## config.mk

```make
export PLATFORM = sky130hd
export DESIGN_NAME = ov7670_frame_ctrl
export DESIGN_NICKNAME = d
export VERILOG_FILES = /design/src/rtl/ov7670_frame_ctrl.sv
export SDC_FILE = /design/constraint.sdc
export NUM_CORES = 1
export LEC_CHECK = 0
export CAP_MARGIN = 10
export CORE_MARGIN = 8
export CORE_UTILIZATION = 54
export CTS_CLUSTER_SIZE = 12
export DETAILED_ROUTE_END_ITERATION = 16
export GPL_TIMING_DRIVEN = 0
export PLACE_DENSITY = 0.88
export SETUP_SLACK_MARGIN = 0.05
export SYNTH_ARGS = -nofsm -noshare
export SYNTH_HDL_FRONTEND = slang
export SYNTH_SLANG_ARGS = --single-unit
```

## constraint.sdc

```tcl
create_clock -name pclk -period 3.3 [get_ports pclk]
set_clock_uncertainty 0.1 [all_clocks]
set_input_delay 0.99 -clock pclk [delete_from_list [all_inputs] [get_ports pclk]]
set_output_delay 0.99 -clock pclk [all_outputs]
set_load 0.005 [all_outputs]
```

## src/rtl/ov7670_frame_ctrl.sv

```systemverilog
// Frame-level sequencer between the OV7670 capture stage and the pixel FIFO (pclk domain).
// Optional frame decimation is enabled by defining OV7670_FRAME_CTRL_DECIM_EN (adds frame_skip).
module ov7670_frame_ctrl #(
    parameter int H_PIXELS = 640,
    parameter int V_LINES  = 480
) (
    input  logic        pclk,
    input  logic        resetn,
    input  logic        cap_start,
    input  logic        cap_stop,
    input  logic        cap_continuous,
    input  logic        frame_start,
    input  logic        frame_end,
    input  logic        pix_valid,
    input  logic [15:0] pix_data,
    input  logic        fifo_full,
`ifdef OV7670_FRAME_CTRL_DECIM_EN
    input  logic [3:0]  frame_skip,
`endif
    output logic        fifo_wr_en,
    output logic [15:0] fifo_wr_data,
    output logic        busy,
    output logic        frame_done,
    output logic        frame_ovf,
    output logic        size_err,
    output logic [15:0] frame_count,
    output logic [7:0]  drop_count,
    output logic [1:0]  state_dbg
);

    // Handshake: fifo_wr_en is a write strobe; the FIFO accepts fifo_wr_data in any
    // cycle where fifo_wr_en is high. fifo_full is sampled when the pixel arrives.
    typedef enum logic [1:0] {
        IDLE = 2'd0,
        ARM  = 2'd1,
        CAPT = 2'd2,
        DROP = 2'd3
    } state_t;

    state_t      state;
    logic [15:0] pix_cnt;
    logic [15:0] line_cnt;
    logic        stop_pending;
`ifdef OV7670_FRAME_CTRL_DECIM_EN
    logic [3:0]  skip_cnt;
`endif

    logic        wr_ok;
    logic [15:0] pix_nxt;
    logic [15:0] line_nxt;
    logic        geom_ok;
    logic        rearm;
    logic        closing;

    assign busy      = (state != IDLE);
    assign state_dbg = state;

    // Counter values including a pixel accepted this cycle, so a frame_end that
    // coincides with the last pixel is judged on the completed count.
    always_comb begin
        wr_ok    = pix_valid && !fifo_full;
        pix_nxt  = pix_cnt;
        line_nxt = line_cnt;
        if (wr_ok) begin
            if (pix_cnt == 16'(H_PIXELS - 1)) begin
                pix_nxt  = 16'd0;
                line_nxt = line_cnt + 16'd1;
            end else begin
                pix_nxt = pix_cnt + 16'd1;
            end
        end
        geom_ok = (line_nxt == 16'(V_LINES)) && (pix_nxt == 16'd0);
        rearm   = cap_continuous && !(stop_pending || cap_stop);
        closing = frame_end && ((state == DROP) || ((state == CAPT) && !frame_start));
    end

    always_ff @(posedge pclk or negedge resetn) begin
        if (!resetn) begin
            state        <= IDLE;
            pix_cnt      <= 16'd0;
            line_cnt     <= 16'd0;
            stop_pending <= 1'b0;
            fifo_wr_en   <= 1'b0;
            fifo_wr_data <= 16'd0;
            frame_done   <= 1'b0;
            frame_ovf    <= 1'b0;
            size_err     <= 1'b0;
            frame_count  <= 16'd0;
            drop_count   <= 8'd0;
`ifdef OV7670_FRAME_CTRL_DECIM_EN
            skip_cnt     <= 4'd0;
`endif
        end else begin
            fifo_wr_en <= 1'b0;
            frame_done <= 1'b0;
            frame_ovf  <= 1'b0;
            size_err   <= 1'b0;

            case (state)
                IDLE: begin
                    if (cap_start && !cap_stop) begin
                        state <= ARM;
`ifdef OV7670_FRAME_CTRL_DECIM_EN
                        skip_cnt <= frame_skip;
`endif
                    end
                end

                ARM: begin
                    if (cap_stop) begin
                        state        <= IDLE;
                        stop_pending <= 1'b0;
                    end else if (frame_start) begin
`ifdef OV7670_FRAME_CTRL_DECIM_EN
                        if (skip_cnt != 4'd0) begin
                            skip_cnt <= skip_cnt - 4'd1;
                        end else begin
                            state    <= CAPT;
                            pix_cnt  <= 16'd0;
                            line_cnt <= 16'd0;
                        end
`else
                        state    <= CAPT;
                        pix_cnt  <= 16'd0;
                        line_cnt <= 16'd0;
`endif
                    end
                end

                CAPT: begin
                    if (cap_stop) stop_pending <= 1'b1;
                    if (frame_start) begin
                        // Missing frame_end: restart geometry tracking on the new frame.
                        size_err <= 1'b1;
                        pix_cnt  <= 16'd0;
                        line_cnt <= 16'd0;
                    end else if (pix_valid && fifo_full) begin
                        if (drop_count != 8'hFF) drop_count <= drop_count + 8'd1;
                        if (frame_end) frame_ovf <= 1'b1;
                        else           state     <= DROP;
                    end else begin
                        if (wr_ok) begin
                            fifo_wr_en   <= 1'b1;
                            fifo_wr_data <= pix_data;
                            pix_cnt      <= pix_nxt;
                            line_cnt     <= line_nxt;
                        end
                        if (frame_end) begin
                            size_err    <= !geom_ok;
                            frame_done  <= 1'b1;
                            frame_count <= frame_count + 16'd1;
                        end
                    end
                end

                DROP: begin
                    if (cap_stop) stop_pending <= 1'b1;
                    if (frame_end) frame_ovf <= 1'b1;
                end

                default: state <= IDLE;
            endcase

            // End-of-frame routing shared by CAPT and DROP; overrides the stop flag set above.
            if (closing) begin
                if (rearm) begin
                    state <= ARM;
`ifdef OV7670_FRAME_CTRL_DECIM_EN
                    skip_cnt <= frame_skip;
`endif
                end else begin
                    state        <= IDLE;
                    stop_pending <= 1'b0;
                end
            end
        end
    end

endmodule

```

# Yosys cells after proc, flatten, opt, wreduce, memory -nomap -nowiden
# Cells that the tools add are included.
# totals
ff_bits	79
in_bits	25
out_inout_bits	47
word_cells	100
# classes
add_sub_neg	4
n_eq_ne	15
mux	43
bitwise_logic	2
n_reduce_logical	25
# op_table
cell	n
$mux 16	12
$pmux 16 s2	2
$add 16x1->16 const B	3
$mux 1	19
$eq 16x10->1 const B	1
$eq 16x9->1 const B	1
$logic_not 16->1	1
$ne 3x3->1 const B	5
$mux 2	7
$reduce_and 4->1	3
$add 8x1->8 const B	1
$ne 8x8->1 const B	1
$logic_and 1x1->1	7
$pmux 2 s3	1
$reduce_and 6->1	1
$logic_not 1->1	5
$reduce_and 5->1	1
$eq 2x2->1 const B	2
$ne 2x2->1 const B	2
$ne 4x4->1 const B	1
$pmux 1 s2	2
$reduce_bool 2->1	2
$reduce_bool 4->1	1
$ne 3x2->1 const B	1
5 further kinds	7

# Longest topological paths before layout
# Gate-level depths: netlist (run 1).
# logic_depth
ltp_word	10
depth_mapped	10
mapped_depth_nobuf	9

# Least setup slack after synthesis (run 1)
# No wires, ideal clock.
# synth_path
path_type	input-to-reg
startpoint	input fifo_full
endpoint	register size_err
setup_ps	131
arrival_ps	2528
required_time_ps	3069
path_slack_ps	540
cell_stages	7
n_path_buf	0
path_cell_list	nand4b_2 -> nor4_1 -> and3_1 -> xnor2_1 -> nand4_1 -> nor4_1 -> a21oi_1
# synth_via
elab_chain_cells	10
elab_cells_between_ends	13
classes_between	eq/ne (1); mux (6); reduce/logical (6)
# synth_lines
item	line_no	rtl
from (decl)	16	input logic fifo_full,
$logic_not 1->1	61	wr_ok = pix_valid && !fifo_full;
$logic_and 1x1->1	61	
$mux 16	64	if (wr_ok) begin
$eq 16x9->1 or $logic_not 16->1 (tied branches)	72	geom_ok = (line_nxt == 16'(V_LINES)) && (pix_nxt == 16'd0);
$logic_and 1x1->1	72	
$logic_not 1->1	149	size_err <= !geom_ok;
$mux 1	148	if (frame_end) begin
$mux 1 (*)	137	end else if (pix_valid && fifo_full) begin
$mux 1 (*)	132	if (frame_start) begin
$mux 1 (*)	99	case (state)
to (signal assigned)	149	
to (decl)	25	output logic size_err,
# Every way passes the cells marked *; elsewhere a longest branch is shown, timed or not.
# A chain may end at the register's enable or synchronous reset.

# Final worst setup path (run 1)
# layout_path
startpoint	input frame_start
endpoint	register line_cnt[3]
# layout_via
elab_chain_cells	2
elab_cells_between_ends	6
classes_between	eq/ne (3); mux (2); reduce/logical (1)
# layout_lines
item	line_no	rtl
from (decl)	12	input logic frame_start,
$ne 3x3->1 (no line) (tied with other cells)	-	
$reduce_and 5->1 (no line) or $pmux 16 s2 (tied branches)	-	
to (signal assigned)	146	line_cnt <= line_nxt;
to (decl)	42	logic [15:0] line_cnt;
# Parallel ways exist; a longest one is shown, timed or not.

==> results of run 1 <==
[per-stage QoR]
stage	power, mW	util	TNS [ps]	area (um^2)	setup slack [ps]
final	2.48	0.686	0	5580	144
after floorplan	1.42	-	0	4480	540
after detailed placement	1.77	0.657	-6320	5340	-440
after global routing	2.60	0.686	0	5580	54.4
after global placement	1.74	0.654	-127040	5320	-1550
after CTS	2.49	0.681	0	5540	66.3
[placed cells by master, fill, tap and decap left out, types with 7 or more instances in the layout]
cell	Yosys	layout
nand2_1	43	43
clkbuf_1	11	11
nor3_1	9	9
clkdlybuf4s50_1	0	70
nor2_1	37	34
mux2_1	18	18
o21ai_1	36	36
o31ai_1	15	15
clkbuf_8	0	9
ha_1	9	9
o21ai_0	13	13
and3_1	15	15
nand3_1	28	28
dfrtp_1	79	79
inv_1	9	9
nand4_1	16	16
xor2_1	9	9
xnor2_1	23	23
buf_2	7	7
a21oi_1	17	17
[final cells by class]
| type | instances | area share |
|---|---|---|
| Buffer | 22 | 0.0182 |
| Clock buffer | 10 | 0.0229 |
| Clock inverter | 5 | 0.0105 |
| Inverter | 10 | 0.00672 |
| Multi-Input combinational cell | 363 | 0.432 |
| Sequential cell | 79 | 0.354 |
| Tap cell | 105 | 0.0235 |
| Timing Repair Buffer | 72 | 0.132 |
[worst min-delay path by stage]
stage | startpoint | endpoint | slack, ps | cells after the start
final | frame_count[15] | frame_count[15] | 370 | 1
after floorplan | frame_count[15] | frame_count[15] | 360 | 1
after global placement | frame_count[15] | frame_count[15] | 360 | 1
after detailed placement | frame_count[15] | frame_count[15] | 370 | 1
after global routing | resetn | fifo_wr_data[9] | 400 | 1
after CTS | frame_count[15] | frame_count[15] | 380 | 1
[report_power, final]
part	switching [mW]	internal (mW)
logic	0.295	0.323
registers	0.0787	1.07
clock network	0.371	0.347
[worst max-delay path, cell delays in order]
cell             delay (ps)
clkdlybuf4s50_1         600
nand2b_1                320
clkbuf_1                460
clkbuf_1                520
nor2_1                  130
o21ai_1                 170
o31ai_1                  90
[flip-flops by register name (all words and copies together), names as in the netlist]
| signal | flops |
|---|---|
| line_cnt | 16 |
| fifo_wr_data | 16 |
| frame_done | 1 |
| drop_count | 8 |
| frame_count | 16 |
| size_err | 1 |
| state_dbg | 2 |
| frame_ovf | 1 |
| stop_pending | 1 |
| fifo_wr_en | 1 |
| pix_cnt | 16 |
[metal layers]
| metal | wire length, um | vias up |
|---|---|---|
| met3 | 1020 | 31 |
| met1 | 4590 | 1970 |
| met2 | 5850 | 235 |
| li1 | - | 1901 |
| met5 | 0 | - |
| met4 | 301 | 0 |
[cells by family (layout without fill, tap and decap cells)]
group                    count (synthesis)  count (layout)  share of synthesized area
multiplexers                            20              20                     0.0497
flip-flops                              79              79                      0.442
adder cells (fa/ha/maj)                  9               9                     0.0252
AND/OR/NAND/NOR                        195             195                      0.245
AO/OA/AOI/OAI                          107             107                      0.145
buffers and inverters                   32             119                     0.0307
XOR/XNOR                                32              32                     0.0626
[what timing repair did]
item | in CTS | in global routing
setup endpoints to repair | 1 | 13
resized for setup | 2 | 11
gates cloned | 0 | 0
==> run summary, run 1 <==
Status: completed
PD cells: 444 nW/um^2
DR vias: 4,137
Synth Register Bits: 79
Die X: 107 um
Routed WL: 11,800 um
Clock Tree Root: clkbuf_8
Antenna diodes: 0
Final period util: 0.956
Synthesized area per cell: 9.44 um^2
Ys Warns: 0
CTS Buf Count: 9
Crit-path max FO: 10
Share of cells above drive strength 1: 0.0820
Row count: 33
Asr flop ratio synth: 1.00
Hold Vio Cnt, Final: 0
DR WL/cell: 17.7 um
Layout area overhead: 24.7%
DRC Markers: 0
Most common cell in the netlist: dfrtp_1
Drt pass-1 iters: 7
Placed cell count: 651
Max-cap violations: 0
CTS clock-pin slew for the worst setup and hold paths: 80 ps
Worst flop-to-flop path startpoint: pix_cnt[0]
Syn nets: 508
Clock Latency Late Sink: 360 ps
GR Util met1: 0.247
Core Area: 8130 um^2
Crit path to: line_cnt[3]
Grt ovf: 0
Post-Synthesis Cell Area: 4480 um^2
Crit. End Element: flop
Initial core utilization: 0.550
Post-synth top cells: dfrtp_1 (79), nand2_1 (43), nor2_1 (37)
Global-route met2 utilization: 0.335
Leakage power: 2.43 nW
Count of different cell masters after synthesis: 58
Vias in the first global route: 4,041
Iter 0 DRT Violations: 440
M3 GR Usage: 0.0546
Arrival @ worst endpoint: 3290 ps
DPL Wire Length: 8370 um
Top post-synthesis cells by area: dfrtp_1 (44%), mux2_1 (4.5%), xnor2_1 (4.5%)
Clock Tree Buf Depth: 2
Initial antenna violation count: 0
Tightest Hold Check Type: flop to flop
Die area: 11,500 um^2
Placer Congestion: 0.926
Largest net degree at the start of global routing: 64
End of the worst register-to-register path: size_err
Worst-Margin Slew: 680 ps
RSZ-0062 raised after global routing: false
Seq/Total Area, Yosys: 0.442
Data required, critical path: 3430 ps
# fillers: 571
Die Ht: 107 um
Main synth FF type: dfrtp_1
Number of flops mapped to enable cells by yosys: 0
GRT Resource Usage Total: 0.206
VDD IR max: 0.000529 V
H-tree depth: 3
Worst Setup Path Type: input port to flop
DR vias/cell: 6.21
Slew Viols, Final: 0
Tmin final: 3160 ps
Max-slew headroom: 0.545
Register area: 1980 um^2
Syn Inst Count: 474
Crit path from: frame_start
CTS sink count: 79
Post-CTS setup buffer count: 0
Busiest grt layer: met2
First-pass GRT wire length: 19,500 um
Final layout net count: 591
F_max: 0.317 GHz
CTS hold repair buffers: 0
Critical path startpoint category: input port
# setup viols final: 0
IO buf count: 71
CTS tree: done
IO Pins: 72
Yosys top cell area share: 0.442
Final hold slack: 374 ps
Worst R2R Path Depth: 9
Multi-input gate area: 2410 um^2
Routed Antenna Nets: 0
Post-route insts no fill: 666
Worst R2R Setup Slack: 530 ps
Post-synth top area cell: dfrtp_1
Note: power is estimated with default switching activity, not from simulation.
==> run 2, diff against run 1 <==
--- a/config.mk
+++ b/config.mk
@@ -6,9 +6,10 @@
 export NUM_CORES = 1
 export LEC_CHECK = 0
 export CAP_MARGIN = 10
+export CORE_ASPECT_RATIO = 2
 export CORE_MARGIN = 8
 export CORE_UTILIZATION = 54
-export CTS_CLUSTER_SIZE = 12
+export CTS_CLUSTER_SIZE = 8
 export DETAILED_ROUTE_END_ITERATION = 16
 export GPL_TIMING_DRIVEN = 0
 export PLACE_DENSITY = 0.88
==> run 2 against run 1 <==
Against the previous run:
- critical path depth unchanged
- via count increased by 2.4%
- sequential power about the same
- register-to-register slack got worse by 20 ps
- routed wire length increased by 17%
- combinational power increased by 4.4%
- highest routed layer unchanged
- sequential cell count unchanged
- cell area increased by 3.4%
- largest cell class unchanged
- clock power increased by 60%
- die area increased by 1.5%
==> run summary, run 2 (synthesis gave the netlist of run 1 again) <==
Status: completed
Final layout net count: 592
Max-cap violations: 0
First-pass GRT wire length: 22,000 um
IO buf count: 71
Max-slew headroom: 0.607
Crit-path max FO: 10
Hold Vio Cnt, Final: 0
Post-layout util: 0.706
Drt pass-1 iters: 5
Routed WL: 13,800 um
Initial antenna violation count: 0
CTS hold repair buffers: 0
DRC Markers: 0
# fillers: 570
PD cells: 510 nW/um^2
Crit. End Element: flop
CTS tree: done
Hold Path Depth: 1
Clock Tree Buf Depth: 2
Worst R2R Path Depth: 9
Clock Tree Root: clkbuf_16
Total power draw: 2.94 mW
Tightest Hold Check Type: flop to flop
DR vias/cell: 6.42
Antenna diodes: 0
Die Ht: 145 um
Layout area overhead: 28.9%
VDD IR max: 0.000432 V
Iter 0 DRT Violations: 375
Largest net degree at the start of global routing: 66
Row count: 47
Die X: 80.4 um
CTS sink count: 79
Worst Setup Path Type: input port to flop
Commonest non-fill, non-tap cells in the layout: dfrtp_1 (79), clkdlybuf4s50_1 (68), nand2_1 (43)
Vias in the first global route: 4,386
Commonest non-fill, non-tap cell in the layout: dfrtp_1
CTS clock-pin slew for the worst setup and hold paths: 60 ps
Total negative slack for setup checks: 0 ps
Data required, critical path: 3410 ps
RSZ-0062 raised after global routing: false
Die area: 11,600 um^2
Grt ovf: 0
Worst R2R Setup Slack: 510 ps
CTS Buf Count: 9
IO Pins: 72
Tmin final: 3060 ps
Core Area: 8170 um^2
Share of cells above drive strength 1: 0.0925
Final period util: 0.928
Critical path startpoint category: input port
DR vias: 4,238
H-tree depth: 3
Clock Latency Late Sink: 350 ps
Leakage power: 2.52 nW
Arrival @ worst endpoint: 3170 ps
GRT Resource Usage Total: 0.245
Placer Congestion: 0.976
Routed Antenna Nets: 0
DR WL/cell: 20.9 um
Worst-Margin Slew: 590 ps
F_max: 0.327 GHz
Initial core utilization: 0.548
DPL Wire Length: 9420 um
Slew Viols, Final: 0
# setup viols final: 0
==> run 2: changes by cell type in the layout (fill, tap and decap cells not counted), moves of 2 or more <==
cell / previous run / this run
clkbuf_16: 0 / 9
clkdlybuf4s50_1: 70 / 68
bufinv_16: 1 / 3
dlymetal6s2s_1: 0 / 2
nor4_4: 3 / 5
clkbuf_8: 9 / 0
==> run 2: final cells by class <==
| type | count | area, um^2 | area share |
|---|---|---|---|
| Multi-Input combinational cell | 363 | 2450 | 0.424 |
| Sequential cell | 79 | 1980 | 0.343 |
| Timing Repair Buffer | 73 | 748 | 0.130 |
| Clock buffer | 10 | 229 | 0.0397 |
| Tap cell | 98 | 123 | 0.0212 |
| Clock inverter | 5 | 106 | 0.0184 |
| Buffer | 22 | 103 | 0.0178 |
| Inverter | 10 | 37.5 | 0.00650 |
==> run 2: repair_timing <==
| item | CTS | global route |
|---|---|---|
| gates resized for setup | 8 | 15 |
| setup buffers | 0 | 1 |
| pin swaps | 0 | 2 |
| cloned | 0 | 0 |
| endpoints found under the setup margin | 3 | 43 |
==> run 2: critical path: stages <==
cell	delay [ps]
clkdlybuf4s50_1	590
nand2b_1	370
clkbuf_1	500
clkbuf_2	370
nor2_1	80
o21ai_1	160
o41ai_1	110
==> run 2: where the power goes <==
group	leakage [nW]	internal (mW)	switching, mW	total, mW
Sequential	1.08	1.07	0.0836	1.15
Combinational	1.28	0.326	0.319	0.646
Clock	0.159	0.738	0.410	1.15
Total	2.52	2.13	0.813	2.94
==> run 2: path summary, 6_finish.rpt <==
| check | end | from |
|---|---|---|
| hold reg to reg | frame_count[15] | frame_count[15] |
| max in group asynchronous | state_dbg[1] | resetn |
| min in group asynchronous | pix_cnt[11] | resetn |
| setup / recovery | pix_cnt[3] | frame_start |
| setup reg to reg | size_err | pix_cnt[0] |
| hold / removal | frame_count[15] | frame_count[15] |
==> run 2: metrics by stage <==
| step | cells | setup WS, ps | hold WS [ps] | area (um^2) |
|---|---|---|---|---|
| 2_1_floorplan | 474 | 540 | 365 | 4480 |
| 3_3_place_gp | 643 | -1580 | 356 | 5310 |
| 3_5_place_dp | 644 | -614 | 367 | 5340 |
| 4_1_cts | 659 | 60.3 | 375 | 5710 |
| 5_1_grt | 660 | 123 | 403 | 5770 |
| 6_report | 660 | 239 | 370 | 5770 |
==> run 2: routing by layer <==
| metal | GRT usage | vias to the layer above | share of wire |
|---|---|---|---|
| li1 | - | 1905 | - |
| met1 | 0.239 | 2048 | 0.34 |
| met2 | 0.432 | 212 | 0.55 |
| met3 | 0.0514 | 73 | 0.049 |
| met4 | 0.185 | 0 | 0.060 |
| met5 | 0 | - | 0 |
